===== src/rtl/lcv_mul_acc_arb_if.sv =====
// Request/result bundle for the shared multiply-accumulate arbiter.
// The master drives requests and out_ready; the slave (the arbiter) drives grants and results.
interface lcv_mul_acc_arb_if #(
  parameter int NUM_REQ = 4,
  parameter int ID_W    = 2
);
  logic [NUM_REQ-1:0]    req_valid;
  logic [NUM_REQ-1:0]    req_ready;
  logic [NUM_REQ*16-1:0] req_a;
  logic [NUM_REQ*16-1:0] req_b;
  logic [NUM_REQ*33-1:0] req_c;
  logic [NUM_REQ-1:0]    req_acc;
  logic                  out_valid;
  logic                  out_ready;
  logic [32:0]           out_data;
  logic [ID_W-1:0]       out_id;

  modport master (
    output req_valid, req_a, req_b, req_c, req_acc, out_ready,
    input  req_ready, out_valid, out_data, out_id
  );

  modport slave (
    input  req_valid, req_a, req_b, req_c, req_acc, out_ready,
    output req_ready, out_valid, out_data, out_id
  );
endinterface


===== src/rtl/lcv_mul_acc_arb.sv =====
// Round-robin arbiter feeding one signed 16x16+33 MAC with a single-entry result register.
// Each requester owns a private 33-bit accumulator that is updated on every accept it wins.
module lcv_mul_acc_arb #(
  parameter int NUM_REQ = 4,
  parameter int ID_W    = 2
) (
  input logic              clk,
  input logic              rst,
  lcv_mul_acc_arb_if.slave bus
);
  logic [ID_W-1:0]    ptr;
  logic [ID_W-1:0]    gnt_id;
  logic               gnt_found;
  logic [ID_W:0]      cand;
  logic               load_ok;
  logic               accept;
  logic [NUM_REQ-1:0] grant;

  logic signed [15:0] a_arr   [NUM_REQ];
  logic signed [15:0] b_arr   [NUM_REQ];
  logic signed [32:0] c_arr   [NUM_REQ];
  logic signed [32:0] acc_q   [NUM_REQ];
  logic signed [31:0] prod;
  logic signed [32:0] c_eff;
  logic signed [32:0] result;

  logic               out_valid_q;
  logic [32:0]        out_data_q;
  logic [ID_W-1:0]    out_id_q;

  // Search upward from ptr; the one-bit-wider candidate lets NUM_REQ be any value in range.
  always_comb begin
    gnt_found = 1'b0;
    gnt_id    = '0;
    cand      = '0;
    for (int k = 0; k < NUM_REQ; k++) begin
      cand = {1'b0, ptr} + (ID_W+1)'(k);
      if (cand >= (ID_W+1)'(NUM_REQ))
        cand = cand - (ID_W+1)'(NUM_REQ);
      if (!gnt_found && bus.req_valid[cand[ID_W-1:0]]) begin
        gnt_found = 1'b1;
        gnt_id    = cand[ID_W-1:0];
      end
    end
  end

  assign load_ok       = !out_valid_q || bus.out_ready;
  assign accept        = gnt_found && load_ok && !rst;
  assign grant         = accept ? (NUM_REQ'(1) << gnt_id) : '0;
  assign bus.req_ready = grant;

  always_comb begin
    for (int i = 0; i < NUM_REQ; i++) begin
      a_arr[i] = bus.req_a[i*16 +: 16];
      b_arr[i] = bus.req_b[i*16 +: 16];
      c_arr[i] = bus.req_c[i*33 +: 33];
    end
    prod   = a_arr[gnt_id] * b_arr[gnt_id];
    c_eff  = bus.req_acc[gnt_id] ? acc_q[gnt_id] : c_arr[gnt_id];
    result = {prod[31], prod} + c_eff;
  end

  always_ff @(posedge clk) begin
    if (rst) begin
      out_valid_q <= 1'b0;
      out_data_q  <= '0;
      out_id_q    <= '0;
      ptr         <= '0;
      for (int j = 0; j < NUM_REQ; j++)
        acc_q[j] <= '0;
    end else if (accept) begin
      out_valid_q    <= 1'b1;
      out_data_q     <= result;
      out_id_q       <= gnt_id;
      acc_q[gnt_id]  <= result;
      ptr            <= (gnt_id == ID_W'(NUM_REQ-1)) ? '0 : gnt_id + ID_W'(1);
    end else if (out_valid_q && bus.out_ready) begin
      out_valid_q <= 1'b0;
    end
  end

  assign bus.out_valid = out_valid_q;
  assign bus.out_data  = out_data_q;
  assign bus.out_id    = out_id_q;
endmodule

===== src/flat_wrapper.sv =====
// flat-port wrapper written by rule: the top's interface ports become plain ports
module lcv_mul_acc_arb_flat 
#(
  parameter int NUM_REQ = 4,
  parameter int ID_W    = 2
)
  (clk, rst, bus_req_valid, bus_req_a, bus_req_b, bus_req_c, bus_req_acc, bus_out_ready, bus_req_ready, bus_out_valid, bus_out_data, bus_out_id);
  lcv_mul_acc_arb_if #(.NUM_REQ(NUM_REQ), .ID_W(ID_W)) bus_i ();
  input logic clk;
  input logic rst;
  input wire logic [$bits(bus_i.req_valid)-1:0] bus_req_valid;
  input wire logic [$bits(bus_i.req_a)-1:0] bus_req_a;
  input wire logic [$bits(bus_i.req_b)-1:0] bus_req_b;
  input wire logic [$bits(bus_i.req_c)-1:0] bus_req_c;
  input wire logic [$bits(bus_i.req_acc)-1:0] bus_req_acc;
  input wire logic [$bits(bus_i.out_ready)-1:0] bus_out_ready;
  output wire logic [$bits(bus_i.req_ready)-1:0] bus_req_ready;
  output wire logic [$bits(bus_i.out_valid)-1:0] bus_out_valid;
  output wire logic [$bits(bus_i.out_data)-1:0] bus_out_data;
  output wire logic [$bits(bus_i.out_id)-1:0] bus_out_id;
  assign bus_i.req_valid = bus_req_valid;
  assign bus_i.req_a = bus_req_a;
  assign bus_i.req_b = bus_req_b;
  assign bus_i.req_c = bus_req_c;
  assign bus_i.req_acc = bus_req_acc;
  assign bus_i.out_ready = bus_out_ready;
  assign bus_req_ready = bus_i.req_ready;
  assign bus_out_valid = bus_i.out_valid;
  assign bus_out_data = bus_i.out_data;
  assign bus_out_id = bus_i.out_id;
  lcv_mul_acc_arb #(.NUM_REQ(NUM_REQ), .ID_W(ID_W)) u_core (.clk(clk), .rst(rst), .bus(bus_i));
endmodule

===== config.mk =====
export PLATFORM = sky130hd
export DESIGN_NAME = lcv_mul_acc_arb_flat
export DESIGN_NICKNAME = d
export VERILOG_FILES = /design/src/rtl/lcv_mul_acc_arb_if.sv /design/src/rtl/lcv_mul_acc_arb.sv /design/src/flat_wrapper.sv
export SDC_FILE = /design/constraint.sdc
export NUM_CORES = 1
export LEC_CHECK = 0
export ABC_CLOCK_PERIOD_IN_PS = 14100
export BUFFER_PORTS_ARGS = -buffer_cell sky130_fd_sc_hd__buf_2
export CORE_MARGIN = 2
export CORE_UTILIZATION = 30
export CTS_CLUSTER_DIAMETER = 30
export DETAILED_ROUTE_END_ITERATION = 10
export SYNTH_ARGS = -nofsm -noshare
export SYNTH_HDL_FRONTEND = slang
export SYNTH_SLANG_ARGS = --single-unit

===== constraint.sdc =====
create_clock -name clk -period 14.1 [get_ports clk]
set_input_delay 2.82 -clock clk [delete_from_list [all_inputs] [get_ports clk]]
set_output_delay 2.82 -clock clk [all_outputs]
set_load 0.01 [all_outputs]

# Word-level counts from Yosys, hierarchy flattened
# Memory sizes are Yosys's and may differ from the RTL's.
# Cells that the tools add are included.
[op_classes]
add_sub_neg = 9
multipliers = 1
div = 0
magnitude_cmp = 10
n_eq_ne = 1
n_shift = 1
mux = 44
bitwise = 1
reduce_logical = 14
[op_table]
columns = ["operator", "count"]
rows = [
  ["$mux 33", 4],
  ["$bmux 33 s2", 1],
  ["$bmux 16 s2", 2],
  ["$mux 16", 4],
  ["$add 33x33->33", 1],
  ["$reduce_or 33->1", 1],
  ["$mul 16x16->32", 1],
  ["$mux 2", 10],
  ["$mux 1", 17],
  ["$lt 2x3->1 const B", 5],
  ["$ge 3x3->1 const B", 4],
  ["$bmux 1 s2", 5],
  ["$sub 2x1->2 const B", 4],
  ["$add 2x2->3 const B", 2],
  ["$logic_and 1x1->1", 6],
  ["$logic_not 1->1", 5],
  ["$mux 4", 1],
  ["$shl 1x2->4 const A", 1],
  ["$add 2x1->3 const B", 1],
  ["$ge 2x3->1 const B", 1],
  ["$not 2->3", 1],
  ["$add 2x1->2 const B", 1],
  ["$eq 2x2->1 const B", 1],
  ["$reduce_bool 2->1", 1],
  ["$logic_or 1x1->1", 1],
]
[totals]
ff_bits = 38
latch_bits = 0
ramBits = 132
rom_bits = 0
mem_count = 1
[memory_table]
columns = ["name", "words", "width", "read_ports", "rd_ports_with_merged_regs", "write_ports", "line_no", "text"]
rows = [
  ["u_core.acc_q", 4, 33, 1, 0, 4, "lcv_mul_acc_arb.sv:22", "logic signed [32:0] acc_q [NUM_REQ];"],
]

# Longest topological paths before layout
[logic_depth]
ltp_word = 21
depth_mapped = 45
ltp_nobuf = 41

# Worst setup path before layout
# Ideal clock, no wire load.
[synth_timing]
path_type = "input-to-reg"
from = "in bus_req_valid[0]"
to = "mem u_core.acc_q[2][32] (data pin)"
setup_time_ns = 0.269
t_arrival_ns = 11.359
t_required_ns = 13.831
path_slack_ns = 2.472
cell_stages = 43
n_path_buf = 6
cell_sequence = "nor2b_1 > o21ai_1 > nand2b_1 > or2_1 > buf_2 > inv_2 > buf_6 > buf_4 > buf_2 > mux2i_1 > mux2i_1 > nand2_1 > fa_1 > inv_1 > fa_1 > inv_1 > fa_1 > inv_1 > (+7 left out) > and4_1 > o2111a_1 > o21ai_1 > nor2b_1 > a21boi_0 > a21o_1 > a21oi_1 > xnor2_1 > ha_1 > clkbuf_1 > nand2_1 > o21ai_0 > a211oi_1 > o211ai_1 > a41oi_1 > a22o_1 > xnor2_1 > nor3_1"
[synth_rtl]
columns = ["element", "line_no", "text"]
rows = [
  ["from (decl)", "flat_wrapper.sv:11", "input wire logic [$bits(bus_i.req_valid)-1:0] bus_req_valid;"],
  ["to (decl)", "lcv_mul_acc_arb.sv:22", ""],
]

==> impl_metrics.tcl <==
set metrics [dict create \
    grt_pass1_vias 17900 \
    dp_hpwl_mm 54.00 \
    hold_violations 0 \
    syn_inst 2528 \
    required_ns 14.27 \
    yosys.area.top_type "fa_1" \
    cp_slowest_cell "mux2i_1" \
    vias 18110 \
    dp.cells 3699 \
    start_util 0.3035 \
    drt.antenna.violating_nets 0 \
    clock-sinks 170 \
    synth_edf_count 132 \
    htree_levels 4 \
    cts_buffers 17 \
    gp_congestion 0.9265 \
    path_class "primary input to flip-flop" \
    worstMarginPinSlew_ns 1.167 \
    cpPeakStageDelay_ns 0.85 \
    critPathMostFrequentCell "fa_1" \
    synth_ff_type "edfxtp_1" \
    root_buffer "clkbuf_16" \
    synth.most_common_cell "nand2_1" \
    cp-end-kind "flip-flop" \
    rsz0062_at_grt "no" \
    wl_mm 68.37 \
    timing.fmax_ghz 0.07907 \
    firstDrtPassIters 5 \
    setup_tns_ns 0 \
    seq_area_frac_synth 0.2270 \
    portBuffers 310 \
    die_area_um2 71510 \
    run_status "finished, final reports clean" \
    postLayoutCellArea_um2 24080 \
    skew_ns 0.01964 \
    vias_per_cell 4.855 \
    grt_use_total 0.1934 \
    postPlaceCellArea_um2 23470 \
    max-clock-path-buffers 2 \
    startpoint_type "primary input" \
    cts_setup_buffers 0 \
    synth_warnings 0 \
    max_slew_margin 0.1999 \
    rows 96 \
    hold_buffers 0 \
    period_minus_slack_ns 12.65 \
    yosys-top-cells-area "fa_1 25%, edfxtp_1 19%, nand2_1 10%" \
    dieWidth_um 267.4 \
    setup-violations-final 0 \
    path_max_fanout 65 \
    drtIter0Drc 1429 \
    grt_overflow 0 \
    grt_pass1_wl_mm 105.9 \
    grt_max_degree 81 \
    io_pins 311 \
    cts_tree "yes" \
    die_y_um 267.4 \
    layout.nets 3441 \
    ys_ff_latch 170 \
    fin_cells 3731 \
    period_share 0.8969 \
    synth.distinct_cells 61 \
    arrival_ns 12.82 \
    drc_errors 0 \
    syn_area_per_cell_um2 8.234 \
    async_reset_ff_frac 0 \
    antenna_cells 0 \
    clock_latency_ns 0.45 \
    wl_per_cell_um 18.33 \
    drive_above_1_share 0.1450 \
    drv_cap 0 \
    n_fill_cell 7159 \
    area_growth_pct 15.68 \
    drv_slew 0 \
    syn_nets 3182 \
    postCtsResizedCells 0 \
    antenna_found_initial 0 \
    path_clk_slew_ns 0.07 \
    synth_area_um2 20810 \
    yosys.area.top_type_share 0.2529 \
    min_path_type "flip-flop to flip-flop" \
    core_um2 68590 \
    synth_common_cells "566 x nand2_1, 334 x inv_1, 300 x nor2_1" \
]
==> through the flow <==
step | hold slack, ns | util | worst slack (ns)
6_report | 0.4464 | 0.3511 | 1.454
5_1_grt | 0.4682 | 0.3511 | 0.8980
4_1_cts | 0.4478 | 0.3511 | 1.546
3_5_place_dp | 0.4299 | 0.3421 | 1.112
3_3_place_gp | 0.4261 | 0.3421 | 1.234
2_1_floorplan | 0.4631 | - | 2.472
==> kinds of logic (layout without fill, tap and decap cells) <==
logic type / Yosys count / count (layout) / synth area share
AOI/OAI and AO/OA: 243 / 243 / 0.07105
muxes: 88 / 88 / 0.04238
DFF: 170 / 170 / 0.2270
and+or+nand+nor: 1135 / 1135 / 0.2263
xor gates and xnor gates: 60 / 60 / 0.02525
buffers and inverters: 449 / 721 / 0.08301
adders and majority gates: 383 / 383 / 0.3251
==> cell usage in the layout, fill, tap and decap left out, types with 9 or more instances in the layout <==
cell | Yosys | routed
a21o_1 | 23 | 23
a21oi_1 | 72 | 72
and2_1 | 12 | 12
buf_2 | 25 | 310
buf_4 | 1 | 43
clkbuf_16 | 0 | 17
dfxtp_1 | 38 | 38
edfxtp_1 | 132 | 132
fa_1 | 263 | 263
ha_1 | 120 | 120
inv_1 | 334 | 333
mux2i_1 | 87 | 86
nand2_1 | 566 | 566
nand2b_1 | 19 | 15
nand3_1 | 179 | 179
nand4_1 | 10 | 10
nor2_1 | 300 | 299
nor2b_1 | 10 | 10
nor3_1 | 12 | 12
o21ai_0 | 68 | 67
xnor2_1 | 51 | 51
xor2_1 | 9 | 9
==> metal layers <==
metal / share of wire / track usage
met1: 0.46 / 0.2750
met2: 0.44 / 0.3049
met3: 0.088 / 0.03549
met4: 0.016 / 0.04251
met5: 0 / 0
==> cell type report <==
class	count	area (µm²)	share of cell area
Sequential cell	170	4725	0.1962
Tap cell	931	1165	0.04838
Clock buffer	17	425.4	0.01767
Clock inverter	15	187.7	0.007795
Timing Repair Buffer	354	1894	0.07867
Multi-Input combinational cell	1909	14420	0.5988
Inverter	335	1262	0.05243
==> critical path: cells and delay by family <==
kind	cells	cell delay, ns
muxes	2	1.06
buffers and inverters	6	0.93
AOI/OAI and AO/OA	11	2.28
adders and majority gates	8	3.79
xor gates and xnor gates	1	0.14
and+or+nand+nor	8	1.65
==> final timing paths <==
kind,start,endpoint,slack (ns),depth (start not counted)
worst min-delay path,u_core.bus.out_data[28]$_SDFFE_PP0P_,u_core.bus.out_data[28]$_SDFFE_PP0P_,0.45,2
worst min register to register,u_core.bus.out_data[28]$_SDFFE_PP0P_,u_core.bus.out_data[28]$_SDFFE_PP0P_,0.45,2
worst max register to register,u_core.ptr[0]$_SDFFE_PP0P_,u_core.acc_q[2][31]$_SDFFCE_PN0P_,3.59,35
worst max-delay path,bus_req_valid[0],u_core.acc_q[2][31]$_SDFFCE_PN0P_,1.45,36
==> state kept, by name (all words and copies together), names as in the netlist <==
name / count
u_core.ptr: 2
u_core.bus.out_data: 33
u_core.acc_q: 132
u_core.bus.out_valid: 1
u_core.bus.out_id: 2
Power is not shown: default switching activity piles up to over one toggle a cycle in this logic, so the estimate is an artifact.
